--- src/rtl/dmem_arb_pkg.sv ---
`default_nettype none
// ============================================================================
// Module   : dmem_arb_pkg
// Purpose  : Shared types and port identifiers for the data-memory arbiter.
// Revision : 1.0 - initial release
// ============================================================================
package dmem_arb_pkg;

    typedef enum logic [0:0] {
        ARB     = 1'b0,
        N_BURST = 1'b1
    } arb_state_t;

    localparam logic PORT_C = 1'b0;
    localparam logic PORT_N = 1'b1;

endpackage
`default_nettype wire

--- src/rtl/dmem_rr_pick.sv ---
`default_nettype none
// ============================================================================
// Module   : dmem_rr_pick
// Purpose  : Two-input round-robin picker; bit 0 = CPU, bit 1 = NN.
// Revision : 1.0 - initial release
// ============================================================================
module dmem_rr_pick
    import dmem_arb_pkg::*;
(
    input  logic [1:0] req,
    input  logic       lastGnt,
    output logic [1:0] gnt
);

    always_comb begin
        gnt = req;
        // On a tie the port that did not win last time gets the slot
        if (req == 2'b11) begin
            gnt = (lastGnt == PORT_N) ? 2'b01 : 2'b10;
        end
    end

endmodule
`default_nettype wire

--- src/rtl/dmem_arbiter.sv ---
`default_nettype none
// ============================================================================
// Module   : dmem_arbiter
// Purpose  : CPU / NN arbiter for the single-ported data memory with NN burst
//            lock, starvation cap and registered read return.
// Revision : 1.0 - initial release
// ============================================================================
module dmem_arbiter
    import dmem_arb_pkg::*;
#(
    parameter int ADDR_WIDTH = 32,
    parameter int DATA_WIDTH = 32,
    parameter int MAX_BURST  = 8,
    parameter int CNT_WIDTH  = $clog2(MAX_BURST) + 1
)(
    input  logic                  CLK,
    input  logic                  RST_N,

    input  logic                  cpuReq,
    input  logic                  cpuWe,
    input  logic [ADDR_WIDTH-1:0] cpuAddr,
    input  logic [DATA_WIDTH-1:0] cpuWData,
    output logic                  cpuGnt,
    output logic                  cpuRValid,
    output logic [DATA_WIDTH-1:0] cpuRData,

    input  logic                  nnReq,
    input  logic                  nnWe,
    input  logic [ADDR_WIDTH-1:0] nnAddr,
    input  logic [DATA_WIDTH-1:0] nnWData,
    input  logic                  nnLast,
    output logic                  nnGnt,
    output logic                  nnRValid,
    output logic [DATA_WIDTH-1:0] nnRData,

    output logic                  memWriteEn,
    output logic [ADDR_WIDTH-1:0] memAddr,
    output logic [DATA_WIDTH-1:0] memWriteData,
    input  logic [DATA_WIDTH-1:0] memReadData
);

    localparam logic [CNT_WIDTH-1:0] c_max_cnt = CNT_WIDTH'(MAX_BURST);

    arb_state_t              r_state;
    arb_state_t              w_next_state;
    logic                    r_last_gnt;
    logic                    w_next_last;
    logic [CNT_WIDTH-1:0]    r_burst_cnt;
    logic [CNT_WIDTH-1:0]    w_next_cnt;
    logic [CNT_WIDTH-1:0]    w_cnt_inc;
    logic [1:0]              w_req;
    logic [1:0]              w_pick;
    logic                    w_cpu_gnt;
    logic                    w_nn_gnt;

    logic                    r_cpu_rvalid;
    logic [DATA_WIDTH-1:0]   r_cpu_rdata;
    logic                    r_nn_rvalid;
    logic [DATA_WIDTH-1:0]   r_nn_rdata;

    // Gating requests with reset keeps every grant (and so every write) low in reset
    assign w_req     = {nnReq, cpuReq} & {2{RST_N}};
    assign w_cnt_inc = r_burst_cnt + 1'b1;

    dmem_rr_pick u_pick (
        .req     (w_req),
        .lastGnt (r_last_gnt),
        .gnt     (w_pick)
    );

    always_ff @(posedge CLK or negedge RST_N) begin
        if (!RST_N) begin
            r_state     <= ARB;
            r_last_gnt  <= PORT_N;
            r_burst_cnt <= '0;
        end else begin
            r_state     <= w_next_state;
            r_last_gnt  <= w_next_last;
            r_burst_cnt <= w_next_cnt;
        end
    end

    always_comb begin
        w_next_state = r_state;
        w_next_last  = r_last_gnt;
        w_next_cnt   = r_burst_cnt;
        w_cpu_gnt    = 1'b0;
        w_nn_gnt     = 1'b0;
        case (r_state)
            ARB: begin
                w_cpu_gnt = w_pick[0];
                w_nn_gnt  = w_pick[1];
                if (w_nn_gnt) begin
                    w_next_last = PORT_N;
                    if (!nnLast) begin
                        w_next_state = N_BURST;
                        w_next_cnt   = CNT_WIDTH'(1);
                    end
                end else if (w_cpu_gnt) begin
                    w_next_last = PORT_C;
                end
            end
            N_BURST: begin
                w_nn_gnt    = w_req[1];
                w_next_last = PORT_N;
                if (w_req[1]) begin
                    w_next_cnt = w_cnt_inc;
                    // Natural end of burst or starvation cap reached
                    if (nnLast || (w_cnt_inc == c_max_cnt)) begin
                        w_next_state = ARB;
                        w_next_cnt   = '0;
                    end
                end else begin
                    w_next_state = ARB;
                    w_next_cnt   = '0;
                end
            end
            default: begin
                w_next_state = ARB;
                w_next_cnt   = '0;
            end
        endcase
    end

    assign cpuGnt = w_cpu_gnt;
    assign nnGnt  = w_nn_gnt;

    always_comb begin
        memWriteEn   = 1'b0;
        memAddr      = '0;
        memWriteData = '0;
        if (w_cpu_gnt) begin
            memWriteEn   = cpuWe;
            memAddr      = cpuAddr;
            memWriteData = cpuWData;
        end else if (w_nn_gnt) begin
            memWriteEn   = nnWe;
            memAddr      = nnAddr;
            memWriteData = nnWData;
        end
    end

    always_ff @(posedge CLK or negedge RST_N) begin
        if (!RST_N) begin
            r_cpu_rvalid <= 1'b0;
            r_cpu_rdata  <= '0;
            r_nn_rvalid  <= 1'b0;
            r_nn_rdata   <= '0;
        end else begin
            r_cpu_rvalid <= w_cpu_gnt & ~cpuWe;
            r_nn_rvalid  <= w_nn_gnt & ~nnWe;
            if (w_cpu_gnt && !cpuWe) begin
                r_cpu_rdata <= memReadData;
            end
            if (w_nn_gnt && !nnWe) begin
                r_nn_rdata <= memReadData;
            end
        end
    end

    assign cpuRValid = r_cpu_rvalid;
    assign cpuRData  = r_cpu_rdata;
    assign nnRValid  = r_nn_rvalid;
    assign nnRData   = r_nn_rdata;

endmodule
`default_nettype wire
--- config.mk ---
export PLATFORM = sky130hd
export DESIGN_NAME = dmem_arbiter
export DESIGN_NICKNAME = d
export VERILOG_FILES = /design/src/rtl/dmem_arb_pkg.sv /design/src/rtl/dmem_rr_pick.sv /design/src/rtl/dmem_arbiter.sv
export SDC_FILE = /design/constraint.sdc
export NUM_CORES = 1
export LEC_CHECK = 0
export BUFFER_PORTS_ARGS = -buffer_cell sky130_fd_sc_hd__buf_2
export CORE_AREA = 2 2 117 119
export DETAILED_ROUTE_END_ITERATION = 8
export DIE_AREA = 0 0 119 121
export HOLD_SLACK_MARGIN = 0.05
export SETUP_SLACK_MARGIN = 0.2
export SLEW_MARGIN = 10
export SYNTH_ARGS = -nofsm -noshare
export SYNTH_HDL_FRONTEND = slang
export SYNTH_SLANG_ARGS = --single-unit
--- constraint.sdc ---
create_clock -name CLK -period 1.8 [get_ports CLK]
set_input_delay 0.09 -clock CLK [delete_from_list [all_inputs] [get_ports CLK]]
set_output_delay 0.09 -clock CLK [all_outputs]
set_load 0.05 [all_outputs]
Word-level counts from Yosys, hierarchy flattened. Cells that the tools add are included.

Bits in registers: 72. Bits of input ports: 167. Output and inout bits: 133. Word-level logic and storage cells: 48.

Add/sub/neg operators: 1. Equality and inequality tests: 5. Multiplexer cells: 23. Bitwise gates (word level): 6. Reductions and logical operators: 6.

Operators by type and width (count): 2-to-1 mux 32 bit (4); 2-to-1 mux 4 bit (4); 2-to-1 mux 1 bit (9); one-hot mux 4 bit (2 select lines) (1); one-hot mux 1 bit (2 select lines) (3); adder 4 x 1 -> 4 bit (second input constant) (1); equality test 4 bit (second input constant) (1); 2-to-1 mux 2 bit (2); inequality test 2 bit (second input constant) (2); inequality test 3 bit (second input constant) (1); NOT 1 bit (3); AND 1 bit (2); AND 2 bit (1); equality test 2 bit (second input constant) (1); logical AND 1 bit (2); logical NOT 1 bit (2); AND reduction 2 bit (1); logical OR 1 bit (1).

Longest topological paths before layout. Gate-level depths: netlist of run 1.

Depth after elaboration: 6. Gate-level depth with buffers: 5. Gate-level depth less buffers: 4.

By module. A second synthesis of run 1 with hierarchy kept.

Cells, all modules: 265. Area total of the unflattened synthesis: 3647.2 um^2.

By module, submodules not included: dmem_arbiter (instances 1, cells each 262, area an instance 3628.5 um^2, sequential area each 1803.0 um^2); dmem_rr_pick (instances 1, cells each 3, area an instance 18.8 um^2, sequential area each 0.0 um^2).

Least setup slack after synthesis of run 1. OpenSTA, ideal clock, no wires.

Path type: register to output. Start: reg r_last_gnt. End: out memAddr[18]. Arrival: 2.002 ns. Data required time: 1.710 ns. Setup slack: -0.292 ns. Cell stages (with the launch flop): 5. Buffers on the path: 1. Path through: dfstp_2 -> nor2b_2 -> nor3_2 -> clkbuf_1 -> a22o_1.

RTL lines: start: declaration (RTL line dmem_arbiter.sv:46) `logic r_last_gnt;`; start signal: assignment (RTL line dmem_arbiter.sv:78) `r_last_gnt <= w_next_last;`; 2-to-1 mux 2 bit (RTL line dmem_rr_pick.sv:19) `gnt = (lastGnt == PORT_N) ? 2'b01 : 2'b10;`; 2-to-1 mux 2 bit (RTL line dmem_rr_pick.sv:18) `if (req == 2'b11) begin`; 2-to-1 mux 1 bit (RTL line dmem_arbiter.sv:89) `case (r_state)`; net cpuGnt (RTL line dmem_arbiter.sv:23) `output logic cpuGnt,`; 2-to-1 mux 32 bit (RTL line dmem_arbiter.sv:132) `if (w_cpu_gnt) begin`; end: declaration (RTL line dmem_arbiter.sv:37) `output logic [ADDR_WIDTH-1:0] memAddr,`.

The timed path passes the listed nets, and every way through them passes these cells.

Worst setup path in the final report of run 1.
Start: reg r_last_gnt. End: out memAddr[19].

Word-level cells in the longest chain between the ends: 5.

RTL lines: 2-to-1 mux 2 bit * (RTL line dmem_rr_pick.sv:19); 2-to-1 mux 2 bit * (RTL line dmem_rr_pick.sv:18); one-hot mux 1 bit (2 select lines) (RTL line dmem_arbiter.sv:89); 2-to-1 mux 32 bit (RTL line dmem_arbiter.sv:136) `end else if (w_nn_gnt) begin`; 2-to-1 mux 32 bit * (RTL line dmem_arbiter.sv:132).

Mark *: on every way between the ends. The rest lies on a longest branch, timed or not.

==> flow_metrics.env, run 1 <==
export IMPL_cp_cell_sequence="and3b_2 -> nor2_4 -> buf_12 -> clkbuf_16 -> a22o_2 -> buf_6"
export IMPL_p_int_mw=4.54
export IMPL_slew_viol_final=0
export IMPL_cp_start_kind="flop"
export IMPL_drc=0
export IMPL_clockBufferDepth=2
export IMPL_synth_compound_area_share_pct=18.8
export IMPL_dieArea_um2=14400
export IMPL_drtAntennaViolNets=0
export IMPL_synthDistinctLibCells=36
export IMPL_reg2reg_to="nnRData[28]$_DFFE_PN0P_"
export IMPL_gp_congestion=0.894
export IMPL_port_buffer_count=299
export IMPL_cts_max_level=3
export IMPL_period_minus_slack_ps=1960
export IMPL_cts_made_buffers=9
export IMPL_synthTopCellsByArea="dfrtp_1, mux2_2, a22o_1, buf_2, buf_6"
export IMPL_use_met3_pct=7.80
export IMPL_cp_arrival_ps=1870
export IMPL_grt_util_met1_pct=24.5
export IMPL_p_switching_mw=3.52
export IMPL_setup_ws_ps=-159
export IMPL_critPathRequiredTime_ps=1710
export IMPL_design_area_um2=7470
export IMPL_hp_start="cpuReq"
export IMPL_swShare_pct=43.7
export IMPL_multiInputGateArea_um2=2050
export IMPL_routed_wl_um=17500
export IMPL_max_slew_margin_pct=62.7
export IMPL_crit_buf_inv=3
export IMPL_synth_cells=264
export IMPL_hold_viol_final=0
export IMPL_dpl_cell_count=734
export IMPL_crit_fanout=8
export IMPL_synth_simple_area_share_pct=4.78
export IMPL_ys_warn_count=0
export IMPL_antenna_found_initial=4
export IMPL_place_hpwl_um=11800
export IMPL_die_x_um=119
export IMPL_fmax_ghz=0.510
export IMPL_r2r_slack_ps=-30
export IMPL_setup_viol_count_final=83
export IMPL_critical_path_top_delay_family="flip-flops"
export IMPL_ys_ff_latch=72
export IMPL_cellPowerDensity_nw_per_um2=1080
export IMPL_cts_tree="yes"
export IMPL_yosys_top_cells_count="dfrtp_1, a22o_1, mux2_2"
export IMPL_synth_seq_area_share_pct=51.0
export IMPL_synthAdderAreaFrac_pct=0.707
export IMPL_dr_pass1_iters=4
export IMPL_tightest_slew_ps=560
export IMPL_maxCapViolations=0
export IMPL_place_area_um2=5380
export IMPL_fillerInstances=1070
export IMPL_row_count=42
export IMPL_grt_pass1_vias=4091
export IMPL_drtIter0Drc=157
export IMPL_rsz0062_at_grt="true"
export IMPL_whs_path_depth=3
export IMPL_hold_path_class="input port to flop"
export IMPL_grt_use_total_pct=22.1
export IMPL_synth_edf_count=0
export IMPL_overflow=0
export IMPL_grt_max_degree=45
export IMPL_grt_busiest_layer="met2"
export IMPL_synthMuxAreaShare_pct=20.7
export IMPL_synth_ff_type="dfrtp_1"
export IMPL_coreArea_um2=13100
export IMPL_skew_ps=6.14
export IMPL_fin_crit_sh_pct=109
export IMPL_avgSynthCellArea_um2=13.4
export IMPL_fin_nets=804
export IMPL_synthesis_nets=433
export IMPL_violations="negative setup slack"
export IMPL_synth_most_common_cell="dfrtp_1"
export IMPL_clkSinkCount=72
export IMPL_r2r_cells=8
export IMPL_vias_per_cell=4.93
export IMPL_end_kind="primary output"
export IMPL_slowest_delay_ps=550
export IMPL_met2_usage_pct=38.3
export IMPL_root_buffer="clkbuf_16"
export IMPL_path_class="flop to primary output"
export IMPL_ys_async_sr_fraction_pct=100
export IMPL_yosysTopAreaCell="dfrtp_1"
export IMPL_slowest_stage="dfstp_2"
export IMPL_ir_drop_uv=1130
export IMPL_p_comb_share_pct=51.5
export IMPL_syn_cell_area_um2=3540
export IMPL_start_util_pct=27.0
export IMPL_ff_latch_area_um2=1800
export IMPL_vias=4035
export IMPL_p_clk_share_pct=20.6
export IMPL_leakage_nw=3.80
export IMPL_finalNonFillerCells=818
export IMPL_wl_per_cell_um=21.4
export IMPL_die_h_um=121
export IMPL_r2r_start="r_last_gnt$_DFFE_PN1P_"
export IMPL_synth_top_area_share_pct=50.2
export IMPL_clk_pin_slew_worst_paths_ps=60
export IMPL_io_pins=300
export IMPL_drive_gt1_share_pct=77.7
export IMPL_status="complete, but fails checks"
export IMPL_synthXorXnorAreaFrac_pct=0.248
export IMPL_finalPower_mw=8.06
export IMPL_synth_top_family_by_area="multiplexers"
export IMPL_syn2layout_area_growth_pct=111
export IMPL_clkLatencyLatePin_ps=330
export IMPL_power_frac_seq_pct=27.9
export IMPL_grt_pass1_wl_um=23900
export IMPL_holdPathEnd="r_last_gnt$_DFFE_PN1P_"
-- cell usage in the layout, fill, tap and decap left out, types with 2 or more instances in the layout --
cell             n
nor3_4           2
and3b_1          2
a22o_4          16
buf_16           6
buf_4           14
clkinvlp_4       2
mux2_4          64
buf_2          232
or2_2            2
clkbuf_16       13
clkinv_2         2
nand2_1          6
dfrtp_1         71
inv_1            2
buf_6           57
a211o_1          2
buf_12          12
a22o_2          44
a22o_1           6
a21oi_1          3
diode_2          2
dlygate4sd3_1   33
nor4b_1          2
buf_8           22
ha_1             2
-- worst max path at each step --
| stage | from | end | slack, ps | cells after the start |
|---|---|---|---|---|
| after floorplan | r_last_gnt$_DFFE_PN1P_ | cpuRData[10]$_DFFE_PN0P_ | 170 | 4 |
| after global placement | r_last_gnt$_DFFE_PN1P_ | cpuRData[10]$_DFFE_PN0P_ | 60 | 4 |
| after detailed placement | r_last_gnt$_DFFE_PN1P_ | cpuRData[11]$_DFFE_PN0P_ | 40 | 4 |
| after CTS | r_last_gnt$_DFFE_PN1P_ | memAddr[3] | -140 | 5 |
| after global routing | r_last_gnt$_DFFE_PN1P_ | memWriteData[19] | -200 | 5 |
| final | r_last_gnt$_DFFE_PN1P_ | memAddr[19] | -160 | 6 |
-- power by group through the flow --
stage	Combinational, mW	Clock, mW	Sequential (mW)
5_1_grt	4.29	1.77	2.30
2_1_floorplan	1.07	0	3.61
3_3_place_gp	3.35	0	2.22
3_5_place_dp	3.38	0	2.25
4_1_cts	3.90	1.70	2.23
6_report	4.15	1.66	2.25
-- routing by layer --
metal / wire length, um / part of all wire, %
met3: 1420 / 8.1
met5: 23 / 0.13
met4: 733 / 4.2
met1: 6370 / 36
met2: 8960 / 51
-- cell type report --
class | instances | area share (%)
Timing Repair Buffer | 381 | 41.6
Multi-Input combinational cell | 169 | 27.4
Sequential cell | 72 | 24.1
Clock buffer | 10 | 3.20
Tap cell | 176 | 2.95
Clock inverter | 6 | 0.569
Inverter | 2 | 0.100
Antenna cell | 2 | 0.0670
-- registers in the layout, summed over array words and instances (netlist names) --
name and cells:
cpuRValid 1, r_burst_cnt 4, nnRData 32, r_state 1, cpuRData 32, r_last_gnt 1
nnRValid 1
-- kinds of logic after synthesis --
| family | Yosys count |
|---|---|
| compound gates | 78 |
| flops | 72 |
| mux | 65 |
| buf+inv | 23 |
| simple gates | 23 |
| fa+ha+maj | 2 |
| xor+xnor | 1 |
-- per-stage QoR --
stage	setup slack, ps	util (%)	TNS (ps)	hold WS (ps)
floorplan	169	-	0	-206
global placement	62.2	41.1	0	248
detailed placement	43.4	41.1	0	236
CTS	-138	53.2	-7360	154
global route	-201	57.1	-12400	204
finish	-159	57.1	-8280	175
-- worst register-to-register path: stages (launching register included) --
cell,delay [ps]
dfstp_2,550
and3b_2,220
buf_4,110
buf_6,90
nor3_4,30
buf_6,130
buf_4,140
buf_12,140
mux2_4,300
-- timing repair --
action	4_1_cts	5_1_grt
setup buffers	11	8
gates resized for setup	204	70
hold buffers	34	0
setup endpoints to repair	131	131
endpoints found under the hold margin	91	0
gates cloned	8	5
pin swaps	3	5
Note: power is estimated with default switching activity, not from simulation.
==> inputs of run 2 (changes only) <==
--- a/config.mk
+++ b/config.mk
@@ -10,6 +10,7 @@
 export DETAILED_ROUTE_END_ITERATION = 8
 export DIE_AREA = 0 0 119 121
 export HOLD_SLACK_MARGIN = 0.05
+export REMOVE_ABC_BUFFERS = 1
 export SETUP_SLACK_MARGIN = 0.2
 export SLEW_MARGIN = 10
 export SYNTH_ARGS = -nofsm -noshare
==> run 2 against run 1 <==
The flow still finishes with violations (negative setup slack); critical path depth unchanged; worst setup slack better by 19 ps; first-iteration DRC count down 15%; clock power about the same; wire length down 1.3%; combinational power down 3%; register-to-register slack worse by 20 ps; utilization down 2.6 points; sequential cell count unchanged; total power down 1.6%; via count down 2.0%; critical path type unchanged.
==> flow_metrics.env, run 2 (synthesis results as in run 1) <==
export IMPL_tightest_slew_ps=858
export IMPL_coreArea_um2=13100
export IMPL_rsz0062_at_grt="true"
export IMPL_cts_tree="yes"
export IMPL_status="complete, but fails checks"
export IMPL_final_util_pct=54.5
export IMPL_skew_ps=4.16
export IMPL_slew_viol_final=0
export IMPL_hold_path_class="input port to flop"
export IMPL_routed_wl_um=17300
export IMPL_wl_per_cell_um=21.3
export IMPL_setup_viol_count_final=93
export IMPL_cts_made_buffers=9
export IMPL_cellPowerDensity_nw_per_um2=1110
export IMPL_root_buffer="clkbuf_16"
export IMPL_clkLatencyLatePin_ps=330
export IMPL_dpl_worst_slack_ps=99.9
export IMPL_design_area_um2=7130
export IMPL_dpl_cell_count=728
export IMPL_die_x_um=119
export IMPL_port_buffer_count=299
export IMPL_grt_pass1_wl_um=23700
export IMPL_grt_pass1_vias=4209
export IMPL_mostFrequentLayoutCells="buf_2, buf_6, dfrtp_1, mux2_4, a22o_1"
export IMPL_dr_pass1_iters=4
export IMPL_violations="negative setup slack"
export IMPL_dieArea_um2=14400
export IMPL_crit_fanout=42
export IMPL_tns_ps=-7500
export IMPL_fin_crit_sh_pct=108
export IMPL_start_util_pct=27.0
export IMPL_io_pins=300
export IMPL_end_kind="primary output"
export IMPL_ff_latch_area_um2=1800
export IMPL_finalNonFillerCells=810
export IMPL_r2r_slack_ps=-50
export IMPL_setup_ws_ps=-141
export IMPL_gp_congestion=0.817
export IMPL_die_h_um=121
export IMPL_finalPower_mw=7.93
export IMPL_grt_max_degree=69
export IMPL_path_class="flop to primary output"
export IMPL_clkSinkCount=72
export IMPL_max_slew_margin_pct=42.8
export IMPL_clockBufferDepth=2
export IMPL_leakage_nw=3.62
export IMPL_place_hpwl_um=11300
export IMPL_vias_per_cell=4.88
export IMPL_multiInputGateArea_um2=1880
export IMPL_cts_max_level=3
export IMPL_drtAntennaViolNets=0
export IMPL_fmax_ghz=0.515
export IMPL_row_count=42
export IMPL_drive_gt1_share_pct=67.9
export IMPL_drtIter0Drc=134
export IMPL_period_minus_slack_ps=1940
export IMPL_syn2layout_area_growth_pct=101
export IMPL_grt_use_total_pct=21.9
export IMPL_clk_pin_slew_worst_paths_ps=50
export IMPL_fin_nets=795
export IMPL_hold_viol_final=0
export IMPL_maxCapViolations=0
export IMPL_ir_drop_uv=899
export IMPL_fillerInstances=1094
export IMPL_layout_commonest_cell="buf_2"
export IMPL_cp_start_kind="flop"
export IMPL_vias=3954
export IMPL_hold_ws_ps=190
export IMPL_cp_arrival_ps=1850
export IMPL_place_area_um2=5280
export IMPL_overflow=0
export IMPL_critPathRequiredTime_ps=1710
export IMPL_drc=0
export IMPL_antenna_found_initial=9
## run 2: worst paths after layout
check	start	to	depth (start not counted)
worst max-delay path	r_last_gnt$_DFFE_PN1P_	memWriteData[4]	6
worst min-delay path	cpuReq	r_last_gnt$_DFFE_PN1P_	3
worst max register to register	r_last_gnt$_DFFE_PN1P_	cpuRData[12]$_DFFE_PN0P_	7
worst min register to register	nnRData[22]$_DFFE_PN0P_	nnRData[22]$_DFFE_PN0P_	1
max in group asynchronous	RST_N	nnRData[24]$_DFFE_PN0P_	4
min in group asynchronous	RST_N	r_burst_cnt[2]$_DFFE_PN0P_	3
## run 2: what timing repair did
item / CTS / global route
pin swaps: 8 / 23
resized for setup: 184 / 41
endpoints found under the hold margin: 68 / 0
cloned: 6 / 6
setup endpoints to repair: 99 / 132
hold buffers: 33 / 0
buffers inserted: 14 / 4
## run 2: critical path, stage by stage (launching register included)
cell and delay, ps:
dfstp_2 560, buf_6 100, and3b_2 220, nor2_4 70, buf_12 170, a22o_1 230
buf_6 160
## run 2: cell type report
| type | instances | area share [%] |
|---|---|---|
| repair buffers | 372 | 41.0 |
| multi-input cells | 169 | 26.4 |
| flip-flops and latches | 72 | 25.3 |
| clock buffers | 14 | 3.84 |
| well taps | 176 | 3.09 |
| diodes | 5 | 0.176 |
| inverters | 2 | 0.105 |
## run 2: layer usage
| metal | GRT usage [%] | up-vias | part of all wire (%) |
|---|---|---|---|
| met5 | 0 | - | 0.31 |
| met4 | 7.74 | 8 | 2.3 |
| met3 | 8.51 | 35 | 9.2 |
| met2 | 39.2 | 217 | 51 |
| met1 | 23.6 | 1944 | 37 |
| li1 | - | 1750 | - |
## run 2: power by group
| part | internal, mW | total (mW) | switching, mW |
|---|---|---|---|
| sequential | 2.02 | 2.26 | 0.244 |
| combinational | 1.46 | 4.02 | 2.57 |
| clock | 1.03 | 1.64 | 0.611 |
| total | 4.51 | 7.93 | 3.42 |
